## src/rtl/audio_recorder.sv

```systemverilog
// audio_recorder: captures one I2S ADC channel (16-bit, MSB first) and writes
// each sample to consecutive SRAM words starting at address 0. last_rec tells
// the playback stage how far the current take extends.
module audio_recorder #(
  parameter int unsigned       ADDR_W   = 20,
  parameter logic [ADDR_W-1:0] MAX_ADDR = {ADDR_W{1'b1}},
  parameter bit                CHANNEL  = 1'b0
)(
  input  logic              clk,
  input  logic              rst,
  input  logic              start,
  input  logic              pause,
  input  logic              stop,
  input  logic              aud_adclrck,
  input  logic              aud_adcdat,
  output logic [ADDR_W-1:0] sram_addr,
  output logic [15:0]       sram_dq,
  output logic              sram_dq_oe,
  output logic              sram_we_n,
  output logic              sram_ce_n,
  output logic              sram_oe_n,
  output logic              sram_ub_n,
  output logic              sram_lb_n,
  output logic [ADDR_W-1:0] last_rec,
  output logic              recording,
  output logic              done
);

  typedef enum logic [2:0] {
    S_IDLE, S_WAIT_LR, S_SHIFT, S_WRITE, S_PAUSE, S_END
  } state_t;

  state_t              r_state, w_state_nxt;
  logic [ADDR_W-1:0]   r_addr;
  logic [ADDR_W-1:0]   r_sram_addr;
  logic [15:0]         r_sram_dq;
  logic                r_dq_oe;
  logic                r_we_n;
  logic [ADDR_W-1:0]   r_last_rec;
  logic [3:0]          r_bit_cnt;
  logic [15:0]         r_shreg;
  logic                r_lrc_d;
  logic                r_stop_pend;
  logic                r_pause_pend;

  logic                w_frame_start;
  logic [15:0]         w_shreg_nxt;
  logic                w_stop_any;
  logic                w_pause_any;
  logic                w_full;

  // A frame for our channel begins on the lrck transition into its half.
  assign w_frame_start = (r_lrc_d != aud_adclrck) && (aud_adclrck == CHANNEL);
  assign w_shreg_nxt   = {r_shreg[14:0], aud_adcdat};
  // Requests arriving during the write cycle itself still count for its exit.
  assign w_stop_any    = r_stop_pend  | stop;
  assign w_pause_any   = r_pause_pend | pause;
  assign w_full        = (r_addr == MAX_ADDR);

  // State register.
  always_ff @(posedge clk) begin
    if (rst) r_state <= S_IDLE;
    else     r_state <= w_state_nxt;
  end

  // Next-state decode; stop outranks pause, and both outrank a new frame so a
  // sample is never started only to be abandoned.
  always_comb begin
    w_state_nxt = r_state;
    case (r_state)
      S_IDLE:    if (start) w_state_nxt = S_WAIT_LR;
      S_WAIT_LR: begin
        if (stop)               w_state_nxt = S_END;
        else if (pause)         w_state_nxt = S_PAUSE;
        else if (w_frame_start) w_state_nxt = S_SHIFT;
      end
      S_SHIFT:   if (r_bit_cnt == 4'd15) w_state_nxt = S_WRITE;
      S_WRITE: begin
        if (w_full)           w_state_nxt = S_END;
        else if (w_stop_any)  w_state_nxt = S_END;
        else if (w_pause_any) w_state_nxt = S_PAUSE;
        else                  w_state_nxt = S_WAIT_LR;
      end
      S_PAUSE: begin
        if (stop)       w_state_nxt = S_END;
        else if (start) w_state_nxt = S_WAIT_LR;
      end
      S_END:     if (start) w_state_nxt = S_WAIT_LR;
      default:   w_state_nxt = S_IDLE;
    endcase
  end

  // Capture datapath: lrck history, shift register, address and take bookkeeping.
  always_ff @(posedge clk) begin
    if (rst) begin
      r_lrc_d      <= ~CHANNEL;
      r_shreg      <= '0;
      r_bit_cnt    <= '0;
      r_addr       <= '0;
      r_last_rec   <= '0;
      r_stop_pend  <= 1'b0;
      r_pause_pend <= 1'b0;
    end else begin
      r_lrc_d <= aud_adclrck;
      case (r_state)
        S_IDLE, S_END: begin
          // A fresh take always restarts at word 0.
          if (start) begin
            r_addr     <= '0;
            r_last_rec <= '0;
          end
        end
        S_WAIT_LR: r_bit_cnt <= '0;
        S_SHIFT: begin
          r_shreg   <= w_shreg_nxt;
          r_bit_cnt <= r_bit_cnt + 4'd1;
          if (stop)  r_stop_pend  <= 1'b1;
          if (pause) r_pause_pend <= 1'b1;
        end
        S_WRITE: begin
          r_last_rec   <= r_addr;
          if (!w_full) r_addr <= r_addr + ADDR_W'(1);
          r_stop_pend  <= 1'b0;
          r_pause_pend <= 1'b0;
        end
        default: ;
      endcase
    end
  end

  // SRAM strobes are registered from the next state so they cover the whole
  // write cycle; the final data bit is folded in on the way into WRITE.
  always_ff @(posedge clk) begin
    if (rst) begin
      r_sram_addr <= '0;
      r_sram_dq   <= '0;
      r_dq_oe     <= 1'b0;
      r_we_n      <= 1'b1;
    end else begin
      r_dq_oe <= (w_state_nxt == S_WRITE);
      r_we_n  <= (w_state_nxt != S_WRITE);
      if (w_state_nxt == S_WRITE) begin
        r_sram_addr <= r_addr;
        r_sram_dq   <= w_shreg_nxt;
      end
    end
  end

  assign sram_addr  = r_sram_addr;
  assign sram_dq    = r_sram_dq;
  assign sram_dq_oe = r_dq_oe;
  assign sram_we_n  = r_we_n;
  assign sram_ce_n  = 1'b0;
  assign sram_oe_n  = 1'b1;
  assign sram_ub_n  = 1'b0;
  assign sram_lb_n  = 1'b0;
  assign last_rec   = r_last_rec;
  assign recording  = (r_state == S_WAIT_LR) || (r_state == S_SHIFT) || (r_state == S_WRITE);
  assign done       = (r_state == S_END);

endmodule

```

## config.mk

```make
export PLATFORM = sky130hd
export DESIGN_NAME = audio_recorder
export DESIGN_NICKNAME = d
export VERILOG_FILES = /design/src/rtl/audio_recorder.sv
export SDC_FILE = /design/constraint.sdc
export NUM_CORES = 1
export LEC_CHECK = 0
export CORE_MARGIN = 1.5
export CORE_UTILIZATION = 60
export CTS_CLUSTER_DIAMETER = 50
export DETAILED_ROUTE_END_ITERATION = 8
export DONT_BUFFER_PORTS = 1
export GPL_TIMING_DRIVEN = 1
export PLACE_DENSITY = 0.79
export SLEW_MARGIN = 40
export SYNTH_ARGS = -nofsm -noshare
export SYNTH_HDL_FRONTEND = slang
export SYNTH_SLANG_ARGS = --single-unit
export TNS_END_PERCENT = 100
```

## constraint.sdc

```tcl
create_clock -name clk -period 3.81 [get_ports clk]
set_input_delay 0.762 -clock clk [delete_from_list [all_inputs] [get_ports clk]]
set_output_delay 0.762 -clock clk [all_outputs]
set_load 0.02 [all_outputs]
```

Word level (Yosys, flattened, before mapping):

Index checks and enable logic that the tools add are counted.

* register bits after elaboration: 103
* bits in latches: 0
* bits in writable memories: 0
* bits in read-only memories: 0
* input port bits: 7
* output and inout port bits: 64
* word-level logic and storage cells: 62
* memories kept: 0

* add/subtract/negate cells: 2
* multiply operators: 0
* div/mod/pow operators: 0
* $lt $le $gt $ge: 0
* equality and inequality tests: 14
* shift operators: 0
* mux-type cells: 19
* bitwise operators: 3
* reduce and logical (&&, ||, !) cells: 12

Operators by type and width (number)
* $pmux W20 S2: 2
* $mux W20: 2
* $mux W3: 9
* $add A20 B1 Y20 const B: 1
* $eq A20 B20 Y1 const B: 1
* $pmux W3 S5: 1
* $eq A3 B2 Y1 const B: 3
* $pmux W4 S2: 1
* $eq A3 B3 Y1 const B: 2
* $ne A2 B2 Y1 const B: 3
* $reduce_and A2 Y1: 3
* $reduce_bool A2 Y1: 3
* $add A4 B1 Y4 const B: 1
* $eq A4 B4 Y1 const B: 1
* $pmux W1 S2: 2
* $eq A3 B1 Y1 const B: 1
* $logic_not A3 Y1: 1
* $ne A3 B2 Y1 const B: 1
* $reduce_and A3 Y1: 1
* $logic_or A1 B1 Y1: 2
* $mux W1: 2
* $ne A2 B1 Y1 const B: 1
* $or A1 B1 Y1: 2
* $reduce_or A2 Y1: 1
* other kinds (3): 3

Depth between registers and ports, before layout:

Gate-level depths: netlist (run 1).

* depth in word-level cells: 7
* gate-level depth with buffers: 7
* depth with buffers taken out: 6

Least setup slack after synthesis (run 1):

No wires, ideal clock.

* kind: input-to-reg
* start point: in start
* end point: reg r_addr[19]
* library setup time: 70 ps
* arrival time: 1815 ps
* required time: 3740 ps
* path slack: 1925 ps
* stages: 5
* buffers on the path: 0
* cells stage by stage: and2b_1 a221o_4 o211ai_4 or4_1 a21oi_1

* longest elaborated chain between the ends: 2

Ends and longest elaborated chain
* start: declaration: line 11 `input logic start,`
* $ne A2 B1 Y1 (no line)
* $reduce_and A3 Y1 (no line)
* end signal: assignment: line 122 `if (!w_full) r_addr <= r_addr + ADDR_W'(1);`
* end: declaration: line 34 `logic [ADDR_W-1:0] r_addr;`

Every way passes these cells.
A chain may end at the register's enable or synchronous reset.

Worst setup path after layout (run 1):

* start point: reg r_state[1]
* end point: reg r_sram_dq[3], in the netlist sram_dq[3]

* longest elaborated chain between the ends: 5
* elaborated cells between the ends (all ways): 15
* classes of those cells: eq/ne: 6; mux: 7; reduce/logical: 2

Ends and longest elaborated chain
* start: declaration: line 33 `state_t r_state, w_state_nxt;`
* start signal: assignment: line 63 `else r_state <= w_state_nxt;`
* $mux W3: line 75 `else if (w_frame_start) w_state_nxt = S_SHIFT;`
* $mux W3: line 74 `else if (pause) w_state_nxt = S_PAUSE;`
* $mux W3: line 73 `if (stop) w_state_nxt = S_END;`
* $pmux W3 S5 (*): line 70 `case (r_state)`
* $eq A3 B2 Y1 (*): line 142 `if (w_state_nxt == S_WRITE) begin`
* end signal: assignment: line 144 `r_sram_dq <= w_shreg_nxt;`
* end: declaration: line 36 `logic [15:0] r_sram_dq;`

Every way passes the cells marked *; elsewhere a longest branch is shown, timed or not.

==> results of run 1 <==
## cell usage after synthesis (5+ instances only)
master | number | share of area
sky130_fd_sc_hd__clkbuf_1 | 22 | 0.020
sky130_fd_sc_hd__nand3_1 | 10 | 0.012
sky130_fd_sc_hd__xnor2_1 | 7 | 0.015
sky130_fd_sc_hd__nand2_1 | 115 | 0.10
sky130_fd_sc_hd__o21ai_0 | 10 | 0.012
sky130_fd_sc_hd__a22oi_1 | 19 | 0.034
sky130_fd_sc_hd__buf_4 | 5 | 0.0090
sky130_fd_sc_hd__buf_2 | 9 | 0.011
sky130_fd_sc_hd__dfxtp_1 | 103 | 0.50
sky130_fd_sc_hd__a21oi_1 | 66 | 0.079
sky130_fd_sc_hd__a211oi_1 | 5 | 0.0090
sky130_fd_sc_hd__nor2_1 | 41 | 0.037
sky130_fd_sc_hd__xor2_1 | 7 | 0.015
## power by group through the flow
stage               logic (W)  registers (W)  clock network, W
floorplan           0.0000824        0.00111                 0
global placement    0.0000690        0.00112                 0
detailed placement  0.0000703        0.00112                 0
CTS                 0.0000705        0.00109          0.000727
global route        0.0000771        0.00110          0.000772
finish              0.0000705        0.00109          0.000709
## routing by layer
metal / track usage / vias up / share of wire
met5: 0 / - / 0
met4: 0.09824 / 0 / 0.012
met3: 0.05619 / 10 / 0.060
met2: 0.3930 / 75 / 0.49
met1: 0.3160 / 1555 / 0.44
li1: - / 1651 / -
## path summary, 6_finish.rpt
kind                             startpoint           to  slack (ns)
worst max-delay path             r_state[1]   sram_dq[3]        1.22
worst min-delay path                    rst   sram_dq[6]        0.45
worst max register to register   r_state[1]   sram_dq[3]        1.22
worst min register to register  r_shreg[14]  r_shreg[14]        0.46
## state kept, by name, indices dropped and copies added (netlist names)
| name | count |
|---|---|
| sram_dq | 16 |
| sram_addr | 20 |
| last_rec | 20 |
| r_shreg | 15 |
| r_addr | 20 |
| r_bit_cnt | 4 |
| sram_dq_oe | 1 |
| sram_we_n | 1 |
| r_pause_pend | 1 |
| r_state | 3 |
| r_stop_pend | 1 |
| r_lrc_d | 1 |
## cell families after synthesis
family | count (synthesis) | synth area share
fa+ha+maj | 2 | 0.006010
mux | 2 | 0.005110
simple gates | 207 | 0.2230
xor+xnor | 14 | 0.02946
compound gates | 123 | 0.1915
flops | 103 | 0.4953
other cells | 2 | 0.001804
buf+inv | 41 | 0.04779
## stage by stage
| stage | instance area (µm²) | power (W) | utilization | worst slack (ns) |
|---|---|---|---|---|
| 4_1_cts | 4323 | 0.001890 | 0.6398 | 1.266 |
| 3_5_place_dp | 4113 | 0.001188 | 0.6087 | 1.318 |
| 2_1_floorplan | 4170 | 0.001192 | - | 1.925 |
| 5_1_grt | 4325 | 0.001945 | 0.6402 | 0.9550 |
| 6_report | 4325 | 0.001874 | 0.6402 | 1.219 |
| 3_3_place_gp | 4113 | 0.001187 | 0.6087 | 1.349 |
## layout make-up
type / instances / area, µm²
clock buffer: 9 / 123.9
clock inverter: 7 / 86.33
fill: 600 / 2431
inverter: 3 / 11.26
multi-input combinational: 352 / 1912
sequential: 103 / 2062
tap: 80 / 100.1
timing repair buffer: 4 / 30.03
## critical path, cell delays in order, from the launching register on
cell                      delay (ns)
sky130_fd_sc_hd__dfxtp_1        0.69
sky130_fd_sc_hd__nor2b_1        0.35
sky130_fd_sc_hd__nand2_1        0.39
sky130_fd_sc_hd__nor2_2         0.49
sky130_fd_sc_hd__buf_4          0.36
sky130_fd_sc_hd__nand2_1        0.09
sky130_fd_sc_hd__a21oi_1        0.14
==> summary by stage, run 1 <==
Floorplanning
71 I/O pins were placed. The initial core utilization is 0.6161. The area enclosed by the die boundary is 7447 µm². In this run the vertical extent of the chip is 86.30 µm. From left edge to right edge, the die measures 86.30 µm. After floorplanning, the core was divided into 30 placement rows. After floorplanning, the core was sized to cover 6756 µm².

Clock network
The clock tree from TritonCTS is yes. The clock sink total is 103. The root buffer selected by CTS is sky130_fd_sc_hd__clkbuf_8. The number of gates resized after CTS was 0. The later pin in the worst-skew pair is clocked with a latency of 0.37 ns. The H-tree was split into 3 levels. The setup fix buffers added after clock tree synthesis is 0. Clock-pin slew was measured on the worst setup and hold paths at 0.11 ns.

The maximum count of clock buffers along a single path is 2. For this design, the CTS-stage hold fixing added 0 buffers. TritonCTS created 9 clock buffers.

Routing
For this run, the detailed router's first-pass iteration total came to 4. In the final routed layout, each cell accounts on average for 15.63 µm. The detail route stage leaves a number of antenna-violating nets equal to 0.

The count of vias placed by the detailed router is 3291. The DRC violation total after the first TritonRoute iteration is 188. After detailed routing, the total wire length is 8.724 mm. The DRC violation count after routing is 0. In the routed layout, each cell is associated on average with a via count of 5.898.

Placed design
The final estimated routing congestion in global placement is 0.8918. After detailed placement, the design holds a cell count of 542. The placed wire-length estimate is 5.768 mm.

The count of input and output buffers is 0.

STA
The count of final setup violators is 0. Setup repair after global routing left no endpoint under its margin. In the finished design, the share of the clock period the worst path needs comes to 0.6800. The number of pins exceeding their max-slew limit in the final report is 0. The max-slew headroom at the worst pin is 0.5503. The actual slew at the worst max-slew pin is 0.6745 ns.

The worst clock skew on the final layout is 0.01459 ns. The final-layout worst hold slack is 0.4522 ns. The peak clock frequency supported by timing is 386.0 MHz.

Adding up every negative setup slack in the final design gives 0 ns. The hold violation total from the final report came to 0. After layout, the minimum clock period comes to 2.591 ns.

Synth
The post-synthesis cell count is 494. Yosys mapped the design onto 56 distinct sky130hd cell types. For this run, asynchronously set or reset flops after synthesis account for 0.

The count of warnings emitted by yosys is 0. The mean area per synthesized cell is 8.427 µm². In this run, synthesis inferred 0 flip-flops with an integrated enable. For this run, the register share of the synthesized area comes to 0.4953. In this run the cell area of the synthesized design comes to 4163 µm².

The number of register bits inferred by synthesis is 103. The main flop type after synthesis is sky130_fd_sc_hd__dfxtp_1.

Pwr
The power density over cell area is 433.2 nW/µm². The net switching power is 0.0004506 W. The design internal power is 0.001423 W. The leakage dissipation is 1.417 nW. The worst-case IR drop observed on VDD is 0.1831 mV.

The sequential fraction of design power is 0.584. The clock network fraction of design power is 0.379. The switching share of power is 0.2405.

The share of total power dissipated in combinational logic is 0.038.

Finish
The share of layout cells above drive strength 1 is 0.07113. Relative to the synthesized area, the layout overhead comes to 3.907%. The top cell types in the final layout, fill and taps aside, are 115 x sky130_fd_sc_hd__nand2_1, 103 x sky130_fd_sc_hd__dfxtp_1, 66 x sky130_fd_sc_hd__a21oi_1, 40 x sky130_fd_sc_hd__nor2_1, 19 x sky130_fd_sc_hd__a22oi_1. The number of antenna repair diodes is 0.

Once layout is complete, the cells apart from fillers number 558. The leading cell type in the layout, fill and taps excluded is sky130_fd_sc_hd__nand2_1. The number of nets at the end of the flow is 482.

Global route
The number of antenna violations at the first check in global routing is 0. After global routing the overflow that remains totals 0. The first global-routing pass estimated 14.30 mm of wire. For this run, the total global-route usage over all layers was measured as 0.2431.

The via count of the first global-routing pass came to 2947. The pin count of the biggest net entering global routing is 86.

Setup path
By startpoint and endpoint, the worst setup path is classified as flip-flop to flip-flop. The critical path arrival is 2.89 ns. STA classifies the critical path endpoint as a flip-flop. The path depth of the worst reg2reg path is 6. The data required time of the critical path is 4.11 ns. The maximum fanout along the worst path is 26.

The launching element type of the critical path is a flip-flop.

Worst hold path
The worst hold path depth is 1. The path type of the worst min-delay path is input pin to flip-flop.

Run
The tool flagged a number of max-cap violations equal to 0.

Run status
The run finished with clean final reports.
Note: power is estimated with default switching activity, not from simulation.
==> run 2: changes to the inputs <==
CORE_UTILIZATION = 56   (was 60)
PLACE_DENSITY = 0.77   (was 0.79)
clock period = 2.2 ns   (was 3.81 ns; I/O delays follow)
==> run 2 against run 1 <==
Against the previous run:
- via count is 1.8% higher
- non-clock buffer count is 10 higher
- clock skew is 0.0026 ns lower
- highest routed layer unchanged
- largest cell class unchanged
- critical endpoint is now recording
- die area is 6.9% higher
==> summary by stage, run 2 (same netlist as run 1, synthesis figures left out) <==
Setup path
The worst setup path is captured at an output pin. The path depth of the worst reg2reg path is 5 (-1). The worst setup path is launched from a flip-flop. Traced cell by cell, the critical path runs through buf_4 > nor2_1 > nor2_1. The maximum fanout along the worst path is 10 (-62%). The delay of the slowest critical-path stage is 0.45 ns (-0.24 ns). The worst setup path is of the flip-flop to output pin kind. The data required time of the critical path is 1.76 ns (-2.35 ns). The critical path arrival is 1.42 ns (-1.47 ns). On the critical path, the stage with the largest delay is an instance of sky130_fd_sc_hd__dfxtp_1.

The most common cell type on the critical path is sky130_fd_sc_hd__nor2_1.

Clock network
The clock sink total is 103 (unchanged). The clock tree from TritonCTS is yes. The maximum count of clock buffers along a single path is 2 (unchanged). The cell sitting at the root of the clock tree is a sky130_fd_sc_hd__clkbuf_8.

The clock buffer count from CTS was 9 (unchanged). The H-tree level count is 3 (unchanged). The quantity of hold-fixing buffers added after cts is 0 (unchanged). The clock latency on the worst-skew pair is 0.36 ns (about the same). The number of resized instances in the post-cts repair step is 0 (unchanged). The clock transition at the registers of the reported paths is 0.10 ns (about the same). The setup fix buffers added after clock tree synthesis came to 0 (unchanged).

STA
The accumulated negative setup slack was 0 ns (unchanged). The number of pins exceeding their max-slew limit in the final report is 0 (unchanged). The count of final setup violators is 0 (unchanged). The worst clock skew on the final layout came to 0.01195 ns (-0.002631 ns). The clock period could shrink to 1.856 ns. The share of the clock period used by the worst path is 0.8437. The hold violation total from the final report was 0 (unchanged). The actual slew at the worst max-slew pin is 0.5994 ns (-0.07513 ns). The peak clock frequency supported by timing is 538.7 MHz. The max-slew headroom at the worst pin is 0.6004 (+0.05009).

Setup repair after global routing left no endpoint under its margin.

Global route
The total grt overflow is 0 (unchanged). The via count of the first global-routing pass was 2968 (+0.71%). The number of antenna violations at the first check in global routing was 0 (unchanged). The global-route usage over all layers came to 0.2290 (-0.01415). The first-pass GRT wire length is 14.07 mm (-1.6%).

The pin count of the biggest net entering global routing is 86 (unchanged).

Floorplanning
The overall die height is 89.22 µm (+3.4%). The die boundary width was 89.22 µm (+3.4%). The core footprint came to 7214 µm² (+6.8%). The count of boundary I/O pins is 71 (unchanged).

The row count is 31 (+3.3%). The area enclosed by the die boundary came to 7959 µm² (+6.9%). The initial core utilization was 0.5770 (-0.03911).

Pwr
The power after layout is 0.003284 W (+75%). The maximum vdd ir drop came to 0.3993 mV (+120%). The power density over cell area is 740.5 nW/µm² (+71%). The leakage dissipation came to 1.466 nW (+3.5%).

Routing
The detail-routed via count per cell is 5.705 (-3.3%). The routed wire length is 8.903 mm (+2.1%). The detail-routed net length per standard cell is 15.17 µm (-3.0%). The DRC violation count after routing was 0 (unchanged).

The number of search-and-repair iterations in the first detailed-routing pass is 5 (+1). The count of vias placed by the detailed router was 3349 (+1.8%). The remaining antenna violation count was 0 (unchanged). The DRC violation total after the first TritonRoute iteration came to 207 (+10%).

Finish
The library cell used most frequently in the layout, excluding fill and tap cells, is sky130_fd_sc_hd__nand2_1. The number of antenna repair diodes came to 0 (unchanged). In the layout the commonest cells are 115 x sky130_fd_sc_hd__nand2_1, 103 x sky130_fd_sc_hd__dfxtp_1, 66 x sky130_fd_sc_hd__a21oi_1, 41 x sky130_fd_sc_hd__nor2_1, 19 x sky130_fd_sc_hd__a22oi_1. The relative area change from synthesis to final layout is 6.552%. The share of layout cells above drive strength 1 came to 0.08811 (+0.01699).

The layout filler cell count is 639 (+6.5%). The utilization of the core after routing was 0.6148 (-0.02537). The number of nets at the end of the flow is 492 (+2.1%).

Run status
The run finished with clean final reports.

Run
The max capacitance violation total came to 0 (unchanged).

Placed design
The count of input and output buffers is 0 (unchanged). The placed wire-length estimate is 5.810 mm (+0.72%). The final estimated routing congestion in global placement is 0.9347 (+4.8%).

Worst hold path
The worst hold path depth is 1 (unchanged). The path class of the tightest hold or removal check is input pin to flip-flop.
==> run 2: cell types whose count changed in the layout (fill, tap and decap cells not counted), sizes merged <==
cell      before  now
buf            4   14
clkbuf         9   10
clkinv         2    1
clkinvlp       0    1
inv            7    6
==> run 2: worst paths after layout <==
| path | start | slack (ns) | to |
|---|---|---|---|
| max | r_state[0] | 0.34 | recording |
| max reg2reg | r_state[2] | 0.35 | r_addr[12] |
| min reg2reg | r_shreg[14] | 0.46 | sram_dq[15] |
| min | rst | 0.15 | r_bit_cnt[2] |
==> run 2: cell type report <==
cell class	count	area, µm²	area share
Sequential cell	103	2062	0.4649
Multi-Input combinational cell	352	1909	0.4305
Clock buffer	10	137.6	0.03103
Tap cell	99	123.9	0.02793
Timing Repair Buffer	14	117.6	0.02652
Clock inverter	6	73.82	0.01664
Inverter	3	11.26	0.002539
==> run 2: report_power, final <==
part,switching [W],total (W),internal [W]
clock,0.000672,0.00125,0.000575
sequential,0.0000102,0.00188,0.00187
combinational,0.000102,0.000156,0.0000536
==> run 2: per-layer routing <==
layer / wire (µm) / up-vias / GRT usage / part of all wire
met5: 0 / - / 0 / 0
met4: 141 / 0 / 0.1021 / 0.016
met3: 521 / 12 / 0.06279 / 0.059
met2: 4339 / 82 / 0.3623 / 0.49
met1: 3900 / 1587 / 0.2932 / 0.44
li1: - / 1668 / - / -
==> run 2: worst max-delay path, delay by kind of cell, from the launching register on <==
kind / cells / cell delay [ns]
buffers and inverters: 1 / 0.22
flip-flops: 1 / 0.45
AND/OR/NAND/NOR: 2 / 0.39
==> run 2: through the flow <==
step | cells | instance area, µm² | setup slack, ns | hold WS (ns)
2_1_floorplan | 496 | 4170 | 0.5298 | 0.4321
3_3_place_gp | 571 | 4224 | 0.4149 | 0.4369
3_5_place_dp | 571 | 4224 | 0.3624 | 0.4438
4_1_cts | 587 | 4436 | 0.3422 | 0.1201
5_1_grt | 587 | 4436 | 0.1813 | 0.1075
6_report | 587 | 4436 | 0.3438 | 0.1451
==> run 3: changes to the inputs <==
ABC_AREA = 1   (was not set)
clock period = 1.6 ns   (was 2.2 ns; I/O delays follow)
==> run 3 against run 2 <==
Against the previous run:
- sequential power up 38%
- flip-flop and latch count unchanged
- global-route usage up 2.9 points
- largest cell class unchanged
==> summary by stage, run 3 <==
Floorplanning
The initial core utilization came to 0.5770 (about the same). The core footprint is 7253 µm² (+0.54%). The overall die height is 89.45 µm (+0.26%).

The die boundary width is 89.45 µm (+0.26%). The row count is 31 (unchanged). The area enclosed by the die boundary was 8001 µm² (+0.53%). The count of boundary I/O pins is 71 (unchanged).

Pwr
The sequential fraction of design power is 0.567 (-0.006). The power density over cell area was 950.5 nW/µm² (+28%). The switching share of power came to 0.2717 (+0.03295). The net switching power is 0.001245 W (+59%). The clock network fraction of design power is 0.360 (-0.020). The design internal power is 0.003337 W (+33%). The share of power burned in combinational logic is 0.073 (+0.026).

The maximum vdd ir drop is 0.6060 mV (+52%). The leakage dissipation is 1.769 nW (+21%).

Synth
The count of warnings emitted by yosys is 0 (unchanged). The mean area per synthesized cell is 7.582 µm² (-10%). The proportion of synthesized flip-flops having asynchronous set or reset is 0 (unchanged). The number of unique standard cell types used by synthesis was 30 (-46%).

The number of register bits inferred by synthesis was 103 (unchanged). The fraction of post-synthesis cell area in the top cell type by area is 0.4927 (-0.002666). Yosys attributes the largest share of cell area to sky130_fd_sc_hd__dfxtp_1 49%, sky130_fd_sc_hd__nand3_1 8.1%, sky130_fd_sc_hd__nand2_1 7.4%. sky130_fd_sc_hd__dfxtp_1 is the most common cell in the netlist.

The sequential share of the synthesized area came to 0.4927 (-0.002666). The post-synthesis cell count is 552 (+12%). Sorting the synthesized cells by how often they occur yields 103 x sky130_fd_sc_hd__dfxtp_1, 83 x sky130_fd_sc_hd__nand2_1, 68 x sky130_fd_sc_hd__nand3_1, 59 x sky130_fd_sc_hd__nor2_1, 53 x sky130_fd_sc_hd__inv_1. The area of the mapped netlist was 4185 µm² (+0.54%). The largest area contributor in the synthesized netlist is sky130_fd_sc_hd__dfxtp_1.

The number of enable-type register cells in the synthesized netlist is 0 (unchanged). Among all flip-flop cells after synthesis, the most frequent one is sky130_fd_sc_hd__dfxtp_1.

Finish
The share of layout cells above drive strength 1 came to 0.1726 (+0.08453). The layout filler cell count is 621 (-2.8%). The number of nets at the end of the flow was 589 (+20%).

The leading cell type in the layout, fill and taps excluded is sky130_fd_sc_hd__dfxtp_1. From synthesis to final layout, the design area changed by 15.19%. The utilization of the core after routing came to 0.6647 (+0.04984). The number of antenna repair diodes is 0 (unchanged). Leaving out fill and tap cells, the most frequent cells in the layout are 93 x sky130_fd_sc_hd__dfxtp_1, 82 x sky130_fd_sc_hd__nand2_1, 67 x sky130_fd_sc_hd__nand3_1, 55 x sky130_fd_sc_hd__nor2_1, 50 x sky130_fd_sc_hd__inv_1.

Routing
The DRC violation count after routing is 0 (unchanged). The DRC violation total after the first TritonRoute iteration is 284 (+37%). The number of search-and-repair iterations in the first detailed-routing pass came to 4 (-1).

The detail-routed net length per standard cell was 14.69 µm (-3.2%). The remaining antenna violation count is 0 (unchanged). The count of vias placed by the detailed router is 3763 (+12%).

The routed wire length is 10.05 mm (+13%). The detail-routed via count per cell is 5.501 (-3.6%).

STA
The worst path setup slack after routing came to 0.01861 ns (-0.3252 ns). The number of pins exceeding their max-slew limit in the final report is 0 (unchanged). The share of the clock period used by the worst path is 0.9884. The hold violation total from the final report is 0 (unchanged). The worst clock skew on the final layout was 0.01198 ns (+0.00002620 ns). The count of final setup violators came to 0 (unchanged).

Derived from the worst setup path, the maximum achievable clock frequency is 632.4 MHz. After layout, the minimum clock period comes to 1.581 ns.

Worst hold path
The worst hold path startpoint is rst. The destination of the worst hold path is r_bit_cnt[3]. The path type of the worst min-delay path is input pin to flip-flop. The worst hold path depth is 1 (unchanged).

Global route
The first-pass GRT wire length was 15.93 mm (+13%). The total grt overflow came to 0 (unchanged). The global-route usage over all layers is 0.2584 (+0.02939). The pin count of the biggest net entering global routing was 46 (-47%). The via count of the first global-routing pass is 3472 (+17%).

The number of antenna violations at the first check in global routing is 0 (unchanged).

Setup path
The minimum setup slack among reg-to-reg paths is 0.02 ns (-0.33 ns). The path depth of the worst reg2reg path is 9 (+4). The critical path arrival came to 1.26 ns (-0.16 ns). The worst setup path is launched from a flip-flop. The kind of capture point of the worst setup path is an output pin. The type of the worst setup path is flip-flop to output pin.

In this run the critical register-to-register path is captured at r_addr[14]. The maximum fanout along the worst path is 4 (-6). The launch point of the worst reg-to-reg path is r_state[1].

The data required time of the critical path is 1.28 ns (-0.48 ns).

Run
The max capacitance violation total is 0 (unchanged).

Clock network
The clock latency on the worst-skew pair is 0.38 ns (+0.02 ns). TritonCTS built the clock tree. Clock tree synthesis selected as its root buffer the cell sky130_fd_sc_hd__clkbuf_8. The maximum count of clock buffers along a single path is 2 (unchanged). The clock sink total is 103 (unchanged). The H-tree level count is 3 (unchanged). The clock transition at the registers of the reported paths is 0.11 ns (about the same). The clock buffer count from CTS is 9 (unchanged).

Placed design
The final estimated routing congestion in global placement is 0.9103 (-2.6%). The setup slack at placement was -0.07346 ns (-0.4359 ns). The placed wire-length estimate was 6.872 mm (+18%). The count of input and output buffers is 0 (unchanged).

Run status
The flow ran to the end, and the final reports show no timing, DRC or antenna violations.
## run 3: worst max path at each step
stage | start | endpoint | slack [ns]
3_5_place_dp | r_state[1] | r_addr[4] | -0.07
6_report | r_state[1] | done | 0.02
2_1_floorplan | r_addr[0] | r_addr[7] | 0.02
5_1_grt | r_state[1] | r_addr[3] | -0.007
4_1_cts | r_addr[0] | r_addr[7] | 0.006
3_3_place_gp | r_state[1] | r_addr[4] | -0.03
## run 3: cell families after synthesis
family          share of synthesized area
flops                              0.4927
simple gates                       0.2532
other cells                      0.001794
compound gates                     0.1596
fa+ha+maj                        0.005978
buf+inv                           0.08669
## run 3: layout make-up
class                           count  area [µm²]  area share
Sequential cell                   103        2077      0.4308
Multi-Input combinational cell    364        1824      0.3784
Timing Repair Buffer               44       354.1     0.07345
Inverter                           58       226.5     0.04698
Clock buffer                        9       123.9     0.02569
Tap cell                           99       123.9     0.02569
Clock inverter                      7       91.34     0.01895
## run 3: repair_timing
action | 4_1_cts | 5_1_grt
endpoints found under the hold margin | 25 | 23
pin swaps | 1 | 5
setup buffers | 2 | 3
gates resized for setup | 5 | 30
setup endpoints to repair | 16 | 57
## run 3: metrics by stage
stage	area, µm²	hold WS [ns]	power (W)	setup TNS, ns	instances
6_report	4821	0.0008500	0.004582	0	684
5_1_grt	4821	-0.01604	0.004734	-0.01388	684
4_1_cts	4721	-0.009653	0.004571	0	681
3_5_place_dp	4477	0.3953	0.002939	-0.3453	663
3_3_place_gp	4477	0.3939	0.002933	-0.03614	663
2_1_floorplan	4193	0.4021	0.002868	0	554
## run 3: layer usage
layer | global-route usage | vias to the layer above | routed length, µm
met2 | 0.4142 | 160 | 4627
met5 | 0 | - | 0
met4 | 0.1063 | 0 | 191
met3 | 0.05910 | 21 | 823
met1 | 0.3370 | 1706 | 4404
li1 | - | 1876 | -
## run 3: power by group through the flow
stage               Combinational, W  Clock [W]  Sequential [W]
detailed placement          0.000285          0         0.00265
global route                0.000364    0.00177         0.00260
floorplan                   0.000216          0         0.00265
CTS                         0.000306    0.00167         0.00260
global placement            0.000281          0         0.00265
finish                      0.000333    0.00165         0.00260
## run 3: worst max-delay path, stage by stage, from the launching register on
cell and delay, ns:
sky130_fd_sc_hd__dfxtp_2 0.36, sky130_fd_sc_hd__inv_2 0.10, sky130_fd_sc_hd__nand3_1 0.15, sky130_fd_sc_hd__buf_4 0.18
sky130_fd_sc_hd__inv_2 0.10
